File: config.mk
export PLATFORM = sky130hd
export DESIGN_NAME = pc_stack_sequencer
export DESIGN_NICKNAME = d
export VERILOG_FILES = /design/src/rtl/pc_stack_sequencer_pkg.sv /design/src/rtl/pc_stack_sequencer.sv
export SDC_FILE = /design/constraint.sdc
export NUM_CORES = 1
export LEC_CHECK = 0
export CAP_MARGIN = 10
export CORE_ASPECT_RATIO = 0.7
export CORE_MARGIN = 3
export CORE_UTILIZATION = 30
export CTS_CLUSTER_DIAMETER = 60
export DETAILED_ROUTE_END_ITERATION = 7
export GPL_TIMING_DRIVEN = 0
export HOLD_SLACK_MARGIN = 0.15
export PLACE_DENSITY = 0.59
export SYNTH_ARGS = -nofsm -noshare
export SYNTH_HDL_FRONTEND = slang
export SYNTH_SLANG_ARGS = --single-unit
File: constraint.sdc
create_clock -name clk -period 7 [get_ports clk]
set_clock_uncertainty 0.1 [all_clocks]
set_input_delay 2.1 -clock clk [delete_from_list [all_inputs] [get_ports clk]]
set_output_delay 2.1 -clock clk [all_outputs]
set_load 0.02 [all_outputs]
File: src/rtl/pc_stack_sequencer_pkg.sv
// Shared widths, default interrupt vector and FSM/operation encodings for the PC stack sequencer.
package pc_stack_sequencer_pkg;

  localparam int PC_W   = 32;
  localparam int DATA_W = 16;
  localparam int FLAG_W = 4;

  localparam logic [PC_W-1:0] INT_VECTOR_DEFAULT = 32'h0000_0000;

  typedef enum logic [3:0] {
    ST_IDLE,
    ST_PUSH_HI,
    ST_PUSH_LO,
    ST_PUSH_FLG,
    ST_POP_FLG,
    ST_POP_LO,
    ST_POP_HI,
    ST_WAIT_HI,
    ST_REDIRECT
  } state_t;

  typedef enum logic [1:0] {
    OP_CALL,
    OP_INT,
    OP_RET,
    OP_RTI
  } op_t;

endpackage

File: src/rtl/pc_stack_sequencer.sv
// CALL/RET/INT/RTI sequencer: spills and restores PC (and flags) through a 16-bit stack port.
// Latency accept->pc_load: CALL 3, INT 4, RET 4, RTI 5 cycles.
// Backpressure: stall holds fetch/decode from the accept cycle until the redirect cycle; requests while busy are ignored.
module pc_stack_sequencer
  import pc_stack_sequencer_pkg::*;
#(
  parameter logic [PC_W-1:0] INT_VECTOR = INT_VECTOR_DEFAULT
) (
  input  logic              clk,
  input  logic              reset,
  input  logic              call_req,
  input  logic              ret_req,
  input  logic              rti_req,
  input  logic              interrupt,
  input  logic [PC_W-1:0]   pc_ret,
  input  logic [PC_W-1:0]   pc_target,
  input  logic [FLAG_W-1:0] flags_in,
  input  logic [DATA_W-1:0] mem_rdata,
  output logic              stack_push,
  output logic              stack_pop,
  output logic [DATA_W-1:0] mem_wdata,
  output logic              pc_load,
  output logic [PC_W-1:0]   pc_value,
  output logic              flags_load,
  output logic [FLAG_W-1:0] flags_value,
  output logic              stall,
  output logic              busy
);

  state_t              r_state;
  state_t              w_state_nxt;
  op_t                 r_op;
  op_t                 w_accept_op;
  logic                w_accept_vld;
  logic                w_idle;
  logic [PC_W-1:0]     r_ret;
  logic [PC_W-1:0]     r_target;
  logic [FLAG_W-1:0]   r_flags;
  logic [DATA_W-1:0]   r_lo;
  logic [DATA_W-1:0]   r_hi;
  logic                r_int_pending;
  logic                r_int_en;

  // A live interrupt input is taken directly when nothing is pending yet, saving a cycle.
  always_comb begin
    w_idle       = (r_state == ST_IDLE);
    w_accept_vld = 1'b0;
    w_accept_op  = OP_CALL;
    if (w_idle) begin
      if (rti_req) begin
        w_accept_vld = 1'b1;
        w_accept_op  = OP_RTI;
      end else if (ret_req) begin
        w_accept_vld = 1'b1;
        w_accept_op  = OP_RET;
      end else if (call_req) begin
        w_accept_vld = 1'b1;
        w_accept_op  = OP_CALL;
      end else if (r_int_pending || (interrupt && r_int_en)) begin
        w_accept_vld = 1'b1;
        w_accept_op  = OP_INT;
      end
    end
  end

  always_comb begin
    w_state_nxt = r_state;
    case (r_state)
      ST_IDLE: begin
        if (w_accept_vld) begin
          case (w_accept_op)
            OP_RTI:  w_state_nxt = ST_POP_FLG;
            OP_RET:  w_state_nxt = ST_POP_LO;
            default: w_state_nxt = ST_PUSH_HI;
          endcase
        end
      end
      ST_PUSH_HI:  w_state_nxt = ST_PUSH_LO;
      ST_PUSH_LO:  w_state_nxt = (r_op == OP_INT) ? ST_PUSH_FLG : ST_REDIRECT;
      ST_PUSH_FLG: w_state_nxt = ST_REDIRECT;
      ST_POP_FLG:  w_state_nxt = ST_POP_LO;
      ST_POP_LO:   w_state_nxt = ST_POP_HI;
      ST_POP_HI:   w_state_nxt = ST_WAIT_HI;
      ST_WAIT_HI:  w_state_nxt = ST_REDIRECT;
      ST_REDIRECT: w_state_nxt = ST_IDLE;
      default:     w_state_nxt = ST_IDLE;
    endcase
  end

  always_comb begin
    stack_push  = 1'b0;
    stack_pop   = 1'b0;
    mem_wdata   = '0;
    pc_load     = 1'b0;
    pc_value    = '0;
    flags_load  = 1'b0;
    flags_value = '0;
    busy        = !w_idle;
    stall       = !w_idle || w_accept_vld;
    case (r_state)
      ST_PUSH_HI: begin
        stack_push = 1'b1;
        mem_wdata  = r_ret[PC_W-1:DATA_W];
      end
      ST_PUSH_LO: begin
        stack_push = 1'b1;
        mem_wdata  = r_ret[DATA_W-1:0];
      end
      ST_PUSH_FLG: begin
        stack_push = 1'b1;
        mem_wdata  = {{(DATA_W-FLAG_W){1'b0}}, r_flags};
      end
      ST_POP_FLG, ST_POP_LO, ST_POP_HI: begin
        stack_pop = 1'b1;
      end
      ST_REDIRECT: begin
        pc_load = 1'b1;
        case (r_op)
          OP_CALL: pc_value = r_target;
          OP_INT:  pc_value = INT_VECTOR;
          default: pc_value = {r_hi, r_lo};
        endcase
        if (r_op == OP_RTI) begin
          flags_load  = 1'b1;
          flags_value = r_flags;
        end
      end
      default: begin
      end
    endcase
  end

  // Pop data lands one cycle after stack_pop, so each capture trails its pop state by one.
  always_ff @(posedge clk or negedge reset) begin
    if (!reset) begin
      r_state  <= ST_IDLE;
      r_op     <= OP_CALL;
      r_ret    <= '0;
      r_target <= '0;
      r_flags  <= '0;
      r_lo     <= '0;
      r_hi     <= '0;
    end else begin
      r_state <= w_state_nxt;
      if (w_accept_vld) begin
        r_op <= w_accept_op;
        if (w_accept_op == OP_CALL || w_accept_op == OP_INT) begin
          r_ret <= pc_ret;
        end
        if (w_accept_op == OP_CALL) begin
          r_target <= pc_target;
        end
        if (w_accept_op == OP_INT) begin
          r_flags <= flags_in;
        end
      end
      if (r_state == ST_POP_LO && r_op == OP_RTI) begin
        r_flags <= mem_rdata[FLAG_W-1:0];
      end
      if (r_state == ST_POP_HI) begin
        r_lo <= mem_rdata;
      end
      if (r_state == ST_WAIT_HI) begin
        r_hi <= mem_rdata;
      end
    end
  end

  always_ff @(posedge clk or negedge reset) begin
    if (!reset) begin
      r_int_pending <= 1'b0;
      r_int_en      <= 1'b1;
    end else if (w_accept_vld && w_accept_op == OP_INT) begin
      r_int_pending <= 1'b0;
      r_int_en      <= 1'b0;
    end else begin
      if (interrupt && r_int_en) begin
        r_int_pending <= 1'b1;
      end
      if (r_state == ST_REDIRECT && r_op == OP_RTI) begin
        r_int_en <= 1'b1;
      end
    end
  end

endmodule

==> results of run 1 <==
-- area by class of cell --
class | instances | area share (%)
plain buffers | 28 | 1.86
clock buffers | 9 | 3.24
clock inverters | 7 | 0.847
inverters | 2 | 0.108
multi-input cells | 248 | 29.5
flip-flops and latches | 108 | 38.9
well taps | 220 | 3.96
repair buffers | 148 | 21.6
-- worst max-delay path: cells and delay by family --
family	cells	cell delay, ns
and+or+nand+nor	2	0.82
buffers and inverters	2	1.10
-- state kept, by name, summed over array words and instances (netlist names) --
| register | cells |
|---|---|
| r_target | 32 |
| r_state | 4 |
| r_int_pending | 1 |
| r_lo | 16 |
| r_int_en | 1 |
| r_op | 2 |
| r_ret | 32 |
| r_hi | 16 |
| r_flags | 4 |
-- kinds of logic (layout without fill, tap and decap cells) --
group / count (synthesis) / in the layout
flops: 108 / 108
mux: 100 / 100
simple gates: 77 / 77
compound gates: 71 / 71
buf+inv: 30 / 194
-- worst max path at each step --
stage | startpoint | end | slack, ns
after floorplan | call_req | stall | 2.01
after global placement | reset | r_target[2] | -0.43
after detailed placement | call_req | stall | 0.79
after CTS | call_req | stall | 0.78
after global routing | call_req | stall | 0.66
final | call_req | stall | 0.78
-- placed cells by master (no fill, tap or decap), types with 2 or more instances in the layout --
cell             instances
clkdlybuf4s50_1        146
dfrtp_1                107
mux2_2                  97
nor2_1                  45
a22oi_1                 36
buf_2                   15
a22o_1                  12
clkbuf_1                11
clkbuf_16                9
nor3_1                   5
and2_1                   4
a21oi_1                  4
o31ai_1                  4
nand4_1                  4
a31oi_1                  4
nand2b_1                 3
mux2_1                   3
inv_6                    3
buf_4                    2
or2_2                    2
nor2b_1                  2
nand4b_1                 2
o21bai_1                 2
o21ai_0                  2
o22a_1                   2
-- through the flow --
stage               util, %  setup TNS (ns)  hold WS, ns  instance area (um^2)  std cells
finish                 44.1               0        0.401                  6940        770
global route           44.1               0        0.417                  6940        770
CTS                    44.1               0        0.407                  6940        770
detailed placement     42.3               0        0.390                  6660        754
global placement       42.2          -43.97        0.379                  6630        753
floorplan                 -               0        0.365                  4890        386
-- routing by layer --
metal / vias to the layer above / routed length [um]
li1: 1736 / -
met1: 1852 / 6780
met2: 85 / 6600
met3: 8 / 616
met4: 0 / 125
met5: - / 0
-- power by group through the flow --
stage | logic (uW) | registers, uW | clock network (uW)
after floorplan | 772 | 1060 | 0
after global placement | 1100 | 1120 | 0
after detailed placement | 1130 | 1130 | 0
after CTS | 1130 | 1120 | 514
after global routing | 1220 | 1160 | 535
final | 1120 | 1120 | 494
==> impl_results.rst, run 1 <==
.. list-table::
   :header-rows: 1

   * - Metric
     - Value
   * - Post-synthesis compound-gate area fraction
     - 11.0%
   * - Max IR drop VDD
     - around 0.16 mV
   * - Post-layout min period
     - 6.22 ns
   * - Outcome
     - complete, no violations
   * - Antenna-violating nets left
     - 0
   * - Part of the power in registers
     - between 40% and 50%
   * - Final setup vio count
     - 0
   * - Ordered cell list for the critical path
     - clkdlybuf4s50_1 > nor3_1 > nand3_1 > clkdlybuf4s50_1
   * - Wire length of the first global-routing pass
     - 21.8 mm
   * - Cell with the largest stage delay on the worst path
     - nor3_1
   * - Synth Area in Simple Gates
     - 7.89%
   * - Antenna violations before repair
     - 0
   * - Pre-antenna DRT Iters
     - 4
   * - Area of combinational cells with multiple inputs
     - 2050 um^2
   * - Total Wirelength
     - between 10 and 15 mm
   * - Routed vias
     - between 3k and 4k
   * - Final hold violations
     - 0
   * - Fill cell instance count of the final layout
     - 1,465
   * - Reg-to-Reg Start
     - r_state[3]
   * - Worst path max stage delay
     - 0.62 ns
   * - Cell types with the highest counts after synthesis
     - dfrtp_1 (107), mux2_2 (97), nor2_1 (45), a22oi_1 (36), buf_2 (15)
   * - Largest net degree at the start of global routing
     - a little over 70
   * - Number of diodes
     - 0
   * - M2 GR Usage
     - 24.7%
   * - Cell at the root of the clock tree
     - clkbuf_16
   * - H-tree depth
     - 3
   * - Mean area per synthesized cell
     - 12.7 um^2
   * - Dominant combinational cell family by area after synthesis
     - multiplexers
   * - Arithmetic-cell share of the synthesized area counting full adders, half adders and majority gates
     - 0%
   * - Worst setup timing slack at the placement stage
     - slightly below 0.8 ns
   * - Endpoint arrival time on the critical path
     - 4.02 ns
   * - GRT Total Usage
     - between 10% and 20%
   * - Slew at the pin with the worst max-slew slack
     - approximately 0.7 ns
   * - Sw Share
     - 35.2%
   * - Relative contribution of the clock network to total power
     - 18.1%
   * - Sink count of the clock tree
     - 108
   * - Drc violations
     - 0
   * - Highest clock frequency the design can meet
     - 0.161 GHz
   * - Crit-path max FO
     - 6
   * - Post-synth ARST share
     - 100%
   * - Initial core utilization
     - 31.1%
   * - Power Dens Cells
     - 394 nW/um^2
   * - Path depth of the worst reg2reg path
     - 5
   * - Data required, critical path
     - 4.80 ns
   * - Post-CTS repair timing setup buffer count
     - 0
   * - Die Width
     - approximately 160 um
   * - Clock latency reported for the late side of the worst-skew pair
     - between 0.3 and 0.4 ns
   * - DR iter-0 viols
     - about 160
   * - Crit path launch type
     - primary input
   * - Final number of max-transition violations
     - 0
   * - Worst hold path class
     - reg -> reg
   * - Met1 demand-to-capacity share in global routing
     - between 20% and 30%
   * - Setup slack of the critical path after layout
     - 0.781 ns
   * - Remaining global-route overflow
     - 0
   * - Net Switching
     - 963 uW
   * - Flip-flop and latch count after synthesis
     - about 110
   * - Worst slew margin relative to its limit
     - 53.5%
   * - Worst R2R End
     - r_lo[11]
   * - Setup repair after global routing missed its margin
     - false
   * - Post-detailed-route wirelength per cell
     - 18.3 um
   * - Most instantiated flip-flop cell in the synthesis netlist
     - dfrtp_1
   * - TritonCTS clock tree
     - yes
   * - Post-Synthesis Cells
     - 386
   * - Multiplexer area fraction after synthesis
     - 23.0%
   * - Quantity of I/O buffers inserted on ports
     - 147
   * - Number of cells upsized or downsized after cts
     - 0
   * - Layer with the highest usage after global routing
     - met2
   * - Number of distinct library cells after synthesis
     - 41
   * - Top cell type by total area after synthesis
     - dfrtp_1
   * - Total area of sequential cells
     - about 2700 um^2
   * - Share of synthesized area occupied by flip-flops and latches
     - 55.3%
   * - # rows
     - 38
   * - Total power of the final layout
     - 2730 uW
   * - Placer's final routability congestion estimate
     - 0.791
   * - Placed wire-length estimate after detailed placement
     - between 10 and 15 mm
   * - Startpoint-to-endpoint class of the critical path
     - in -> out
   * - Count leader, synth
     - dfrtp_1
   * - Number of buffers created by CTS
     - 9
   * - Total Die Area
     - 17,900 um^2
   * - Vertical extent of the die
     - 113 um
   * - Worst Hold Path EP
     - r_target[19]
   * - Area fraction of the dominant cell type after synthesis
     - between 50 and 60%
   * - Critical path endpoint category
     - output port
   * - Max Root-Sink Buffers
     - 2
   * - Share of cells above drive strength 1
     - 25.6%
   * - Cell occurring most often along the worst timing path
     - clkdlybuf4s50_1
   * - Max Cap Viol
     - 0
   * - Gate power share
     - 41.0%
   * - Post-DR vias/cell
     - 4.78
   * - Core outline area
     - about 16,000 um^2
   * - Syn. warnings
     - 0
   * - Global-route met3 utilization
     - under 10%
   * - Worst hold path cell count
     - 1
   * - Number of global-route vias before repair
     - 3,888
   * - Area contributors post-synth
     - dfrtp_1 (55%), mux2_2 (22%), a22oi_1 (5.5%), nor2_1 (3.5%), a22o_1 (2.2%)
   * - IO Pins
     - 148
   * - XOR/XNOR Fraction of Synth Area
     - 0%
   * - Cell area after synthesis
     - 4890 um^2
   * - Number of synthesized flops with an enable pin
     - 0
   * - Count of hold-fix buffers inserted at cts
     - 0
   * - Internal Dissipation
     - 1770 uW
   * - Share of the cycle needed by the critical path after routing
     - 88.8%
   * - Net count of the mapped netlist
     - ~480
   * - Setup slack, reg-to-reg
     - 4.83 ns
   * - Clock edge transition at the registers on the reported setup and hold paths
     - 0.08 ns
   * - Hold_sp
     - r_target[19]
   * - Final net count
     - 635
   * - Reported leakage power
     - 0.00279 uW
   * - Relative area change from synthesis to final layout
     - 42.1%
Power figures use the tool's default switching activity.
==> run 2: changes to the inputs <==
ABC_CLOCK_PERIOD_IN_PS = 7000   (was not set)
CORE_UTILIZATION = 51   (was 30)
CTS_CLUSTER_SIZE = 25   (was not set)
PLACE_DENSITY = 0.9   (was 0.59)
==> impl_results.rst, run 2 (synthesis results as in run 1) <==
.. list-table::
   :header-rows: 1

   * - Metric
     - Value
   * - Outcome
     - complete, no violations
   * - Total Wirelength
     - 13.6 mm (-3.4%)
   * - Max Cap Viol
     - 0 (unchanged)
   * - Post-layout util
     - 74.3% (+30 points)
   * - Largest net degree at the start of global routing
     - 58 (-19%)
   * - Crit-path max FO
     - 6 (unchanged)
   * - Wire length of the first global-routing pass
     - 21.4 mm (-1.7%)
   * - Worst slew margin relative to its limit
     - 52.2% (-1.3 points)
   * - Worst hold path class
     - reg -> reg
   * - Worst Hold Path EP
     - r_target[19]
   * - Clock edge transition at the registers on the reported setup and hold paths
     - 0.07 ns (about the same)
   * - Routed vias
     - 3,874 (+5.2%)
   * - Reported leakage power
     - 0.00279 uW (about the same)
   * - Post-layout min period
     - 6.24 ns (+0.0186 ns)
   * - Cell area reported after detailed placement
     - 6540 um^2 (-1.8%)
   * - Antenna violations before repair
     - 0 (unchanged)
   * - Met1 demand-to-capacity share in global routing
     - 34.7% (+12 points)
   * - Hold_sp
     - r_target[19]
   * - Number of placed instances with taps included
     - 658 (-13%)
   * - Number of cells upsized or downsized after cts
     - 0 (unchanged)
   * - Layer with the highest usage after global routing
     - met2
   * - Antenna-violating nets left
     - 0 (unchanged)
   * - Highest clock frequency the design can meet
     - 0.160 GHz (-0.30%)
   * - Final setup vio count
     - 0 (unchanged)
   * - Count of hold-fix buffers inserted at cts
     - 0 (unchanged)
   * - Startpoint-to-endpoint class of the critical path
     - in -> out
   * - Most common cell after layout, fill and taps aside
     - clkdlybuf4s50_1
   * - Post-detailed-route wirelength per cell
     - 20.2 um (+10%)
   * - Share of cells above drive strength 1
     - 25.5% (-0.18 points)
   * - Die Width
     - 123 um (-22%)
   * - Slew at the pin with the worst max-slew slack
     - 0.711 ns (+0.0191 ns)
   * - Endpoint arrival time on the critical path
     - 4.04 ns (+0.02 ns)
   * - Reg-to-Reg Start
     - r_state[3]
   * - DR iter-0 viols
     - 388 (+140%)
   * - Setup repair after global routing missed its margin
     - false
   * - Total Die Area
     - 10,800 um^2 (-40%)
   * - Registers with the highest flip-flop counts
     - r_ret: 32 flops, r_target: 32 flops
   * - Placer's final routability congestion estimate
     - 0.834 (+5.5%)
   * - Final non-filler cell total
     - 674 (-12%)
   * - Power Dens Cells
     - 402 nW/um^2 (+2.0%)
   * - Share of the cycle needed by the critical path after routing
     - 89.1% (+0.27 points)
   * - Number of global-route vias before repair
     - 4,087 (+5.1%)
   * - Data required, critical path
     - 4.80 ns (about the same)
   * - Post-DR vias/cell
     - 5.75 (+20%)
   * - H-tree depth
     - 3 (unchanged)
   * - Path depth of the worst reg2reg path
     - 5 (unchanged)
   * - Core outline area
     - 9180 um^2 (-42%)
   * - GRT Total Usage
     - 26.0% (+10 points)
   * - M2 GR Usage
     - 43.6% (+19 points)
   * - Fill cell instance count of the final layout
     - 585 (-60%)
   * - Clock latency reported for the late side of the worst-skew pair
     - 0.35 ns (about the same)
   * - Total power of the final layout
     - 2740 uW (+0.18%)
   * - Crit path launch type
     - primary input
   * - # rows
     - 29 (-24%)
   * - Sink count of the clock tree
     - 108 (unchanged)
   * - IO Pins
     - 148 (unchanged)
   * - Quantity of I/O buffers inserted on ports
     - 147 (unchanged)
   * - Worst hold path cell count
     - 1 (unchanged)
   * - Placed wire-length estimate after detailed placement
     - 10.0 mm (-7.9%)
   * - Final number of max-transition violations
     - 0 (unchanged)
   * - Pre-antenna DRT Iters
     - 5 (+1)
   * - Most frequent cells in the layout
     - clkdlybuf4s50_1 (146), dfrtp_1 (107), mux2_2 (97), nor2_1 (45), a22oi_1 (36)
   * - Worst R2R End
     - r_lo[7]
   * - Max Root-Sink Buffers
     - 2 (unchanged)
   * - Max IR drop VDD
     - 0.226 mV (+40%)
   * - Global-route met3 utilization
     - 6.20% (+2.9 points)
   * - Critical path endpoint category
     - output port
   * - Cell at the root of the clock tree
     - clkbuf_16
   * - Post-CTS repair timing setup buffer count
     - 0 (unchanged)
   * - Final net count
     - 635 (unchanged)
   * - Vertical extent of the die
     - 87.9 um (-22%)
   * - TritonCTS clock tree
     - yes
   * - Initial core utilization
     - 53.2% (+22 points)
   * - Number of diodes
     - 0 (unchanged)
   * - Setup slack, reg-to-reg
     - 4.82 ns (about the same)
   * - Remaining global-route overflow
     - 0 (unchanged)
   * - Final hold violations
     - 0 (unchanged)
   * - Drc violations
     - 0 (unchanged)
   * - Relative area change from synthesis to final layout
     - 39.5%
   * - Setup_tns
     - 0 ns (unchanged)
   * - Post-route cell area
     - 6820 um^2 (-1.8%)
   * - Number of buffers created by CTS
     - 9 (unchanged)
## run 2: changes by cell type in the layout (fill, tap and decap cells not counted)
| cell | previous run | this run |
|---|---|---|
| clkinv_4 | 1 | 3 |
| clkbuf_1 | 11 | 12 |
| clkinvlp_4 | 1 | 0 |
| inv_6 | 3 | 2 |
| inv_8 | 1 | 0 |
## run 2: area by class of cell
type	count	area (um^2)	share of cell area, %
Tap cell	124	155	2.28
Clock inverter	6	48.8	0.716
Sequential cell	108	2700	39.7
Buffer	28	129	1.89
Multi-Input combinational cell	248	2050	30.0
Clock buffer	10	229	3.36
Inverter	2	7.51	0.110
Timing Repair Buffer	148	1500	22.0
## run 2: power by group
part / switching [uW] / internal [uW] / total, uW
Sequential: 193 / 936 / 1130
Combinational: 545 / 588 / 1130
Clock: 231 / 245 / 476
Total: 969 / 1770 / 2740
## run 2: worst max path at each step
stage / start / endpoint / slack, ns / depth (start not counted)
floorplan: call_req / stall / 2.01 / 2
global placement: reset / r_hi[9] / -0.22 / 1
detailed placement: call_req / stall / 0.84 / 4
CTS: call_req / stall / 0.78 / 4
global route: call_req / stall / 0.63 / 4
finish: call_req / stall / 0.76 / 4
## run 2: metrics by stage
step                setup slack, ns  hold slack (ns)
finish                        0.762            0.402
global route                  0.634            0.409
CTS                           0.778            0.402
detailed placement            0.839            0.387
global placement             -0.218            0.379
floorplan                      2.01            0.365
## run 2: worst max-delay path: stages
cell             delay (ns)
clkdlybuf4s50_1        0.49
nor3_1                 0.63
nand3_1                0.19
clkdlybuf4s50_1        0.61
## run 2: metal layers
layer	up-vias	wire [um]
met4	0	198
met5	-	0
met3	23	853
met1	1977	5760
li1	1724	-
met2	150	6840
==> edit 1: new RTL, flow settings as in run 2 <==
Make the reset (`reset`) synchronous in 2 clocked blocks.
--- a/src/rtl/pc_stack_sequencer.sv
+++ b/src/rtl/pc_stack_sequencer.sv
@@ -131,7 +131,7 @@
   end
 
   // Pop data lands one cycle after stack_pop, so each capture trails its pop state by one.
-  always_ff @(posedge clk or negedge reset) begin
+  always_ff @(posedge clk) begin
     if (!reset) begin
       r_state  <= ST_IDLE;
       r_op     <= OP_CALL;
@@ -166,7 +166,7 @@
     end
   end
 
-  always_ff @(posedge clk or negedge reset) begin
+  always_ff @(posedge clk) begin
     if (!reset) begin
       r_int_pending <= 1'b0;
       r_int_en      <= 1'b1;
Behaviour: differs if reset is asserted again (counterexample within 4 cycles, from zero or initial values and one cycle with reset low); with reset held inactive, the same outputs for 10 cycles.
==> edit 1 against run 2 <==
Design area hardly changed. Highest routed layer unchanged. Routed wire length is 16% higher. Setup slack improved by 300 ps. Critical path depth unchanged. Sequential share of layout area decreased by 8.0 points. Cell count up 35%. Area after synthesis is 0.49% higher. Die area grew 0.46%. Critical path type unchanged. Count of clock-buffer cells in the layout up 1. Sequential cell count is the same.
Power is not compared: it rests on default switching activity, and its combinational part moved more than twofold at a synthesized area within 25%.
==> edit 1: results (changes against run 2) <==
metric;value;unit;change
via count;5139;;was 3874
number of fill cells in the layout;683;;was 585
Worst R2R Setup Slack;4650;ps;was 4820 ps
synth top area cells;dfxtp_1 44%, nand2_1 16%, a21boi_0 10%;;was dfrtp_1 55%, mux2_2 22%, a22oi_1 5.5%
WL final;15900;um;was 13600 um
GPL Wtd Cong;0.908;;was 0.834
outcome;finished, final reports clean;;unchanged
Post-CTS Setup Inserts;0;;unchanged
slowest cell delay on critical path;590;ps;was 630 ps
DP Wirelength;11900;um;was 10000 um
vias in the first global route;4835;;was 4087
commonest cells in the synthesized netlist;206 x nand2_1, 108 x dfxtp_1, 67 x a21boi_0;;was 107 x dfrtp_1, 97 x mux2_2, 45 x nor2_1
GRT Total Usage;0.291;;was 0.260
starting density of the core;0.533;;was 0.532
First DRT Iteration DRCs;508;;was 388
Worst Tran Pin Value;950;ps;was 711 ps
Initial DRT Pass Iterations;5;;unchanged
Crit Reg-Reg Startpoint;r_state[3];;unchanged
mean post-synth cell area;7.83;um2;was 12.7 um2
Reg2Reg Depth;7;;was 5
largest net degree at the start of global routing;17;;was 58
FF-to-FF End;r_ret[8];;was r_lo[7]
critical path launch point;rti_req;;was call_req
vias per cell;5.63;;was 5.75
register area share after synthesis;0.440;;was 0.553
CTS Buffer Depth;2;;unchanged
CP arrival;3740;ps;was 4040 ps
PortBufs;146;;was 147
layout cell share with drive strength beyond 1;0.0393;;was 0.255
Async S/R FF share, synth;0;;was 1.00
Critical-path top delay cell;clkdlybuf4s50_1;;was nor3_1
initial antenna violation count;0;;unchanged
first-pass GRT wire length;24300;um;was 21400 um
count of different cell masters after synthesis;36;;was 41
Nets;874;;was 635
==> edit 1: changes by cell type in the layout (fill, tap and decap cells not counted), moves of 27 or more <==
cell / delta
nand2_1: +205
a21boi_0: +67
a21oi_1: +27
clkbuf_1: +28
dfrtp_1: -107
mux2_2: -97
dfxtp_1: +108
a21boi_1: +30
==> edit 1: how the worst min path moves through the flow <==
stage          cells after the start           end          from
6_report                           2     r_ret[11]     r_ret[11]
5_1_grt                            2  r_target[26]  r_target[26]
4_1_cts                            2     r_ret[11]     r_ret[11]
3_5_place_dp                       2     r_ret[11]     r_ret[11]
3_3_place_gp                       2      r_ret[5]      r_ret[5]
2_1_floorplan                      2     r_ret[10]     r_ret[10]
==> edit 1: power breakdown <==
part           internal [mW]  total (mW)  leakage (nW)  switching (mW)
logic                  0.142       0.368          1.26           0.227
clock network          0.285       0.512         0.138           0.227
registers              0.654       0.681         0.875          0.0272
total                   1.08        1.56          2.28           0.481
==> edit 1: kinds of logic after synthesis <==
| kind of cell | synth area share |
|---|---|
| buffers and inverters | 0.0474 |
| flip-flops | 0.440 |
| AO/OA/AOI/OAI | 0.246 |
| AND/OR/NAND/NOR | 0.258 |
| multiplexers | 0.00815 |
==> edit 1: layout make-up <==
| class | count | area share |
|---|---|---|
| sequential | 108 | 0.317 |
| clock buffer | 11 | 0.0356 |
| multi-input combinational | 465 | 0.369 |
| buffer | 50 | 0.0319 |
| inverter | 4 | 0.00220 |
| clock inverter | 4 | 0.00734 |
| timing repair buffer | 146 | 0.214 |
| tap | 124 | 0.0227 |
==> edit 1: stage by stage <==
step                hold slack, ps  worst slack (ps)   util  area [um2]
CTS                            356              1100  0.740        6820
detailed placement             347              1090  0.708        6530
floorplan                      335              2150      -        4910
global placement               342              1120  0.708        6530
finish                         357              1060  0.740        6820
global route                   377              1000  0.740        6820
==> edit 1: worst register-to-register path, delay by kind of cell (launching register included) <==
kind	cells	cell delay (ps)
AND/OR/NAND/NOR	2	590
buffers and inverters	3	540
flip-flops	1	300
AO/OA/AOI/OAI	2	740
==> edit 1: routing by layer <==
layer	up-vias	GRT usage	part of all wire
met3	28	0.0807	0.11
met4	0	0.0764	0.016
met5	-	0	0
met2	305	0.445	0.44
li1	2404	-	-
met1	2402	0.409	0.43
==> edit 2: new RTL, flow settings as in run 2 <==
Without the edit above. Change the package constant `FLAG_W` from 4 to 6.
--- a/src/rtl/pc_stack_sequencer_pkg.sv
+++ b/src/rtl/pc_stack_sequencer_pkg.sv
@@ -3,7 +3,7 @@
 
   localparam int PC_W   = 32;
   localparam int DATA_W = 16;
-  localparam int FLAG_W = 4;
+  localparam int FLAG_W = 6;
 
   localparam logic [PC_W-1:0] INT_VECTOR_DEFAULT = 32'h0000_0000;
 
Ports: changed (resized flags_in and flags_value); port bits go from 148 to 152. The function was not compared with the original's and may differ.
==> edit 2 against run 2 <==
Total power grew 2.0%. Sequential cell count grew 2. Routed wire length grew 1.3%. Design area grew 2.6%. Sequential share of layout area shrank 0.29 points. Setup slack gained 290 ps. Critical path depth is the same. Area after synthesis grew 2.3%. Utilization grew 1.0 points.
==> edit 2: results (changes against run 2) <==
metric;value;unit;change
Max-slew headroom;0.484;;was 0.522
First DRT Iteration DRCs;308;;was 388
vias in the first global route;4165;;was 4087
Peak Freq;0.168;GHz;was 0.160 GHz
register area share after synthesis;0.551;;was 0.553
Initial DRT Pass Iterations;4;;was 5
Hold Crit Class;flip-flop to flip-flop;;unchanged
Most used DFF post-synth;dfrtp_1;;unchanged
Post-DP Area;6690;um2;was 6540 um2
CP arrival;3750;ps;was 4040 ps
PortBufs;151;;was 147
slowest cell delay on critical path;580;ps;was 630 ps
dpl ws;1090;ps;was 839 ps
FF-to-FF End;r_lo[14];;was r_lo[7]
leakage;2.85;nW;was 2.79 nW
routed length per instance;19.9;um;was 20.2 um
Reg2Reg Depth;4;;was 5
GRT Total Usage;0.251;;was 0.260
outcome;finished, final reports clean;;unchanged
Hold EP;r_ret[20];;was r_target[19]
vias per cell;5.67;;was 5.75
dpl cells;680;;was 658
HP Start;r_ret[20];;was r_target[19]
largest net degree at the start of global routing;61;;was 58
DP Wirelength;10500;um;was 10000 um
mean post-synth cell area;12.4;um2;was 12.7 um2
commonest cells in the synthesized netlist;109 x dfrtp_1, 64 x mux2_1, 62 x nor2_1;;was 107 x dfrtp_1, 97 x mux2_2, 45 x nor2_1
post-synth net total;496;;was 476
first-pass GRT wire length;21600;um;was 21400 um
synth top area cells;dfrtp_1 55%, mux2_1 14%, mux2_2 8.6%;;was dfrtp_1 55%, mux2_2 22%, a22oi_1 5.5%
via count;3944;;was 3874
CP Max Fanout;5;;was 6
Nets;659;;was 635
max cap viols;0;;unchanged
maximum VDD drop;0.000170;V;was 0.000226 V
Worst R2R Setup Slack;4490;ps;was 4820 ps
Critical-path top delay cell;clkdlybuf4s50_1;;was nor3_1
GPL Wtd Cong;0.824;;was 0.834
count of different cell masters after synthesis;37;;was 41
-- edit 2: cell count changes after synthesis, sizes merged, moves of 6 or more --
| cell | run 2 | this run |
|---|---|---|
| buf | 16 | 8 |
| nor2 | 47 | 62 |
| a21oi | 4 | 11 |
| a22oi | 36 | 48 |
| a22o | 12 | 1 |
| mux2i | 0 | 6 |
| clkbuf | 12 | 19 |
-- edit 2: report_power, final --
part	leakage (nW)	switching, mW	internal, mW
combinational	1.38	0.559	0.556
clock	0.148	0.242	0.282
sequential	1.32	0.194	0.961
total	2.85	0.995	1.80
-- edit 2: cell families (layout without fill, tap and decap cells) --
family / Yosys count / in the layout / share of synthesized area
AO/OA/AOI/OAI: 65 / 65 / 0.0921
buffers and inverters: 30 / 198 / 0.0255
AND/OR/NAND/NOR: 91 / 91 / 0.0894
multiplexers: 108 / 108 / 0.242
flip-flops: 110 / 110 / 0.551
-- edit 2: per-stage QoR --
stage	power, mW	hold slack, ps
after floorplan	1.85	360
after global placement	2.19	370
after detailed placement	2.27	378
after CTS	2.80	399
after global routing	2.96	403
final	2.79	395
-- edit 2: routing by layer --
layer / global-route usage / wire length, um / up-vias
met5: 0 / 0 / -
met2: 0.426 / 6660 / 135
met4: 0.0836 / 284 / 0
met1: 0.332 / 6150 / 2006
li1: - / - / 1777
met3: 0.0495 / 721 / 26
-- edit 2: worst max path at each step --
stage               from   endpoint  cells after the start
2_1_floorplan  interrupt      stall                      2
3_3_place_gp       reset  r_ret[26]                      1
3_5_place_dp   interrupt      stall                      4
4_1_cts        interrupt      stall                      4
5_1_grt        interrupt      stall                      4
6_report       interrupt      stall                      4
-- edit 2: layout make-up --
type	count	area (um2)
plain buffers	27	116
clock buffers	9	225
clock inverters	7	80.1
fillers	615	2290
inverters	3	11.3
multi-input cells	264	2120
flip-flops and latches	110	2750
well taps	124	155
repair buffers	152	1540
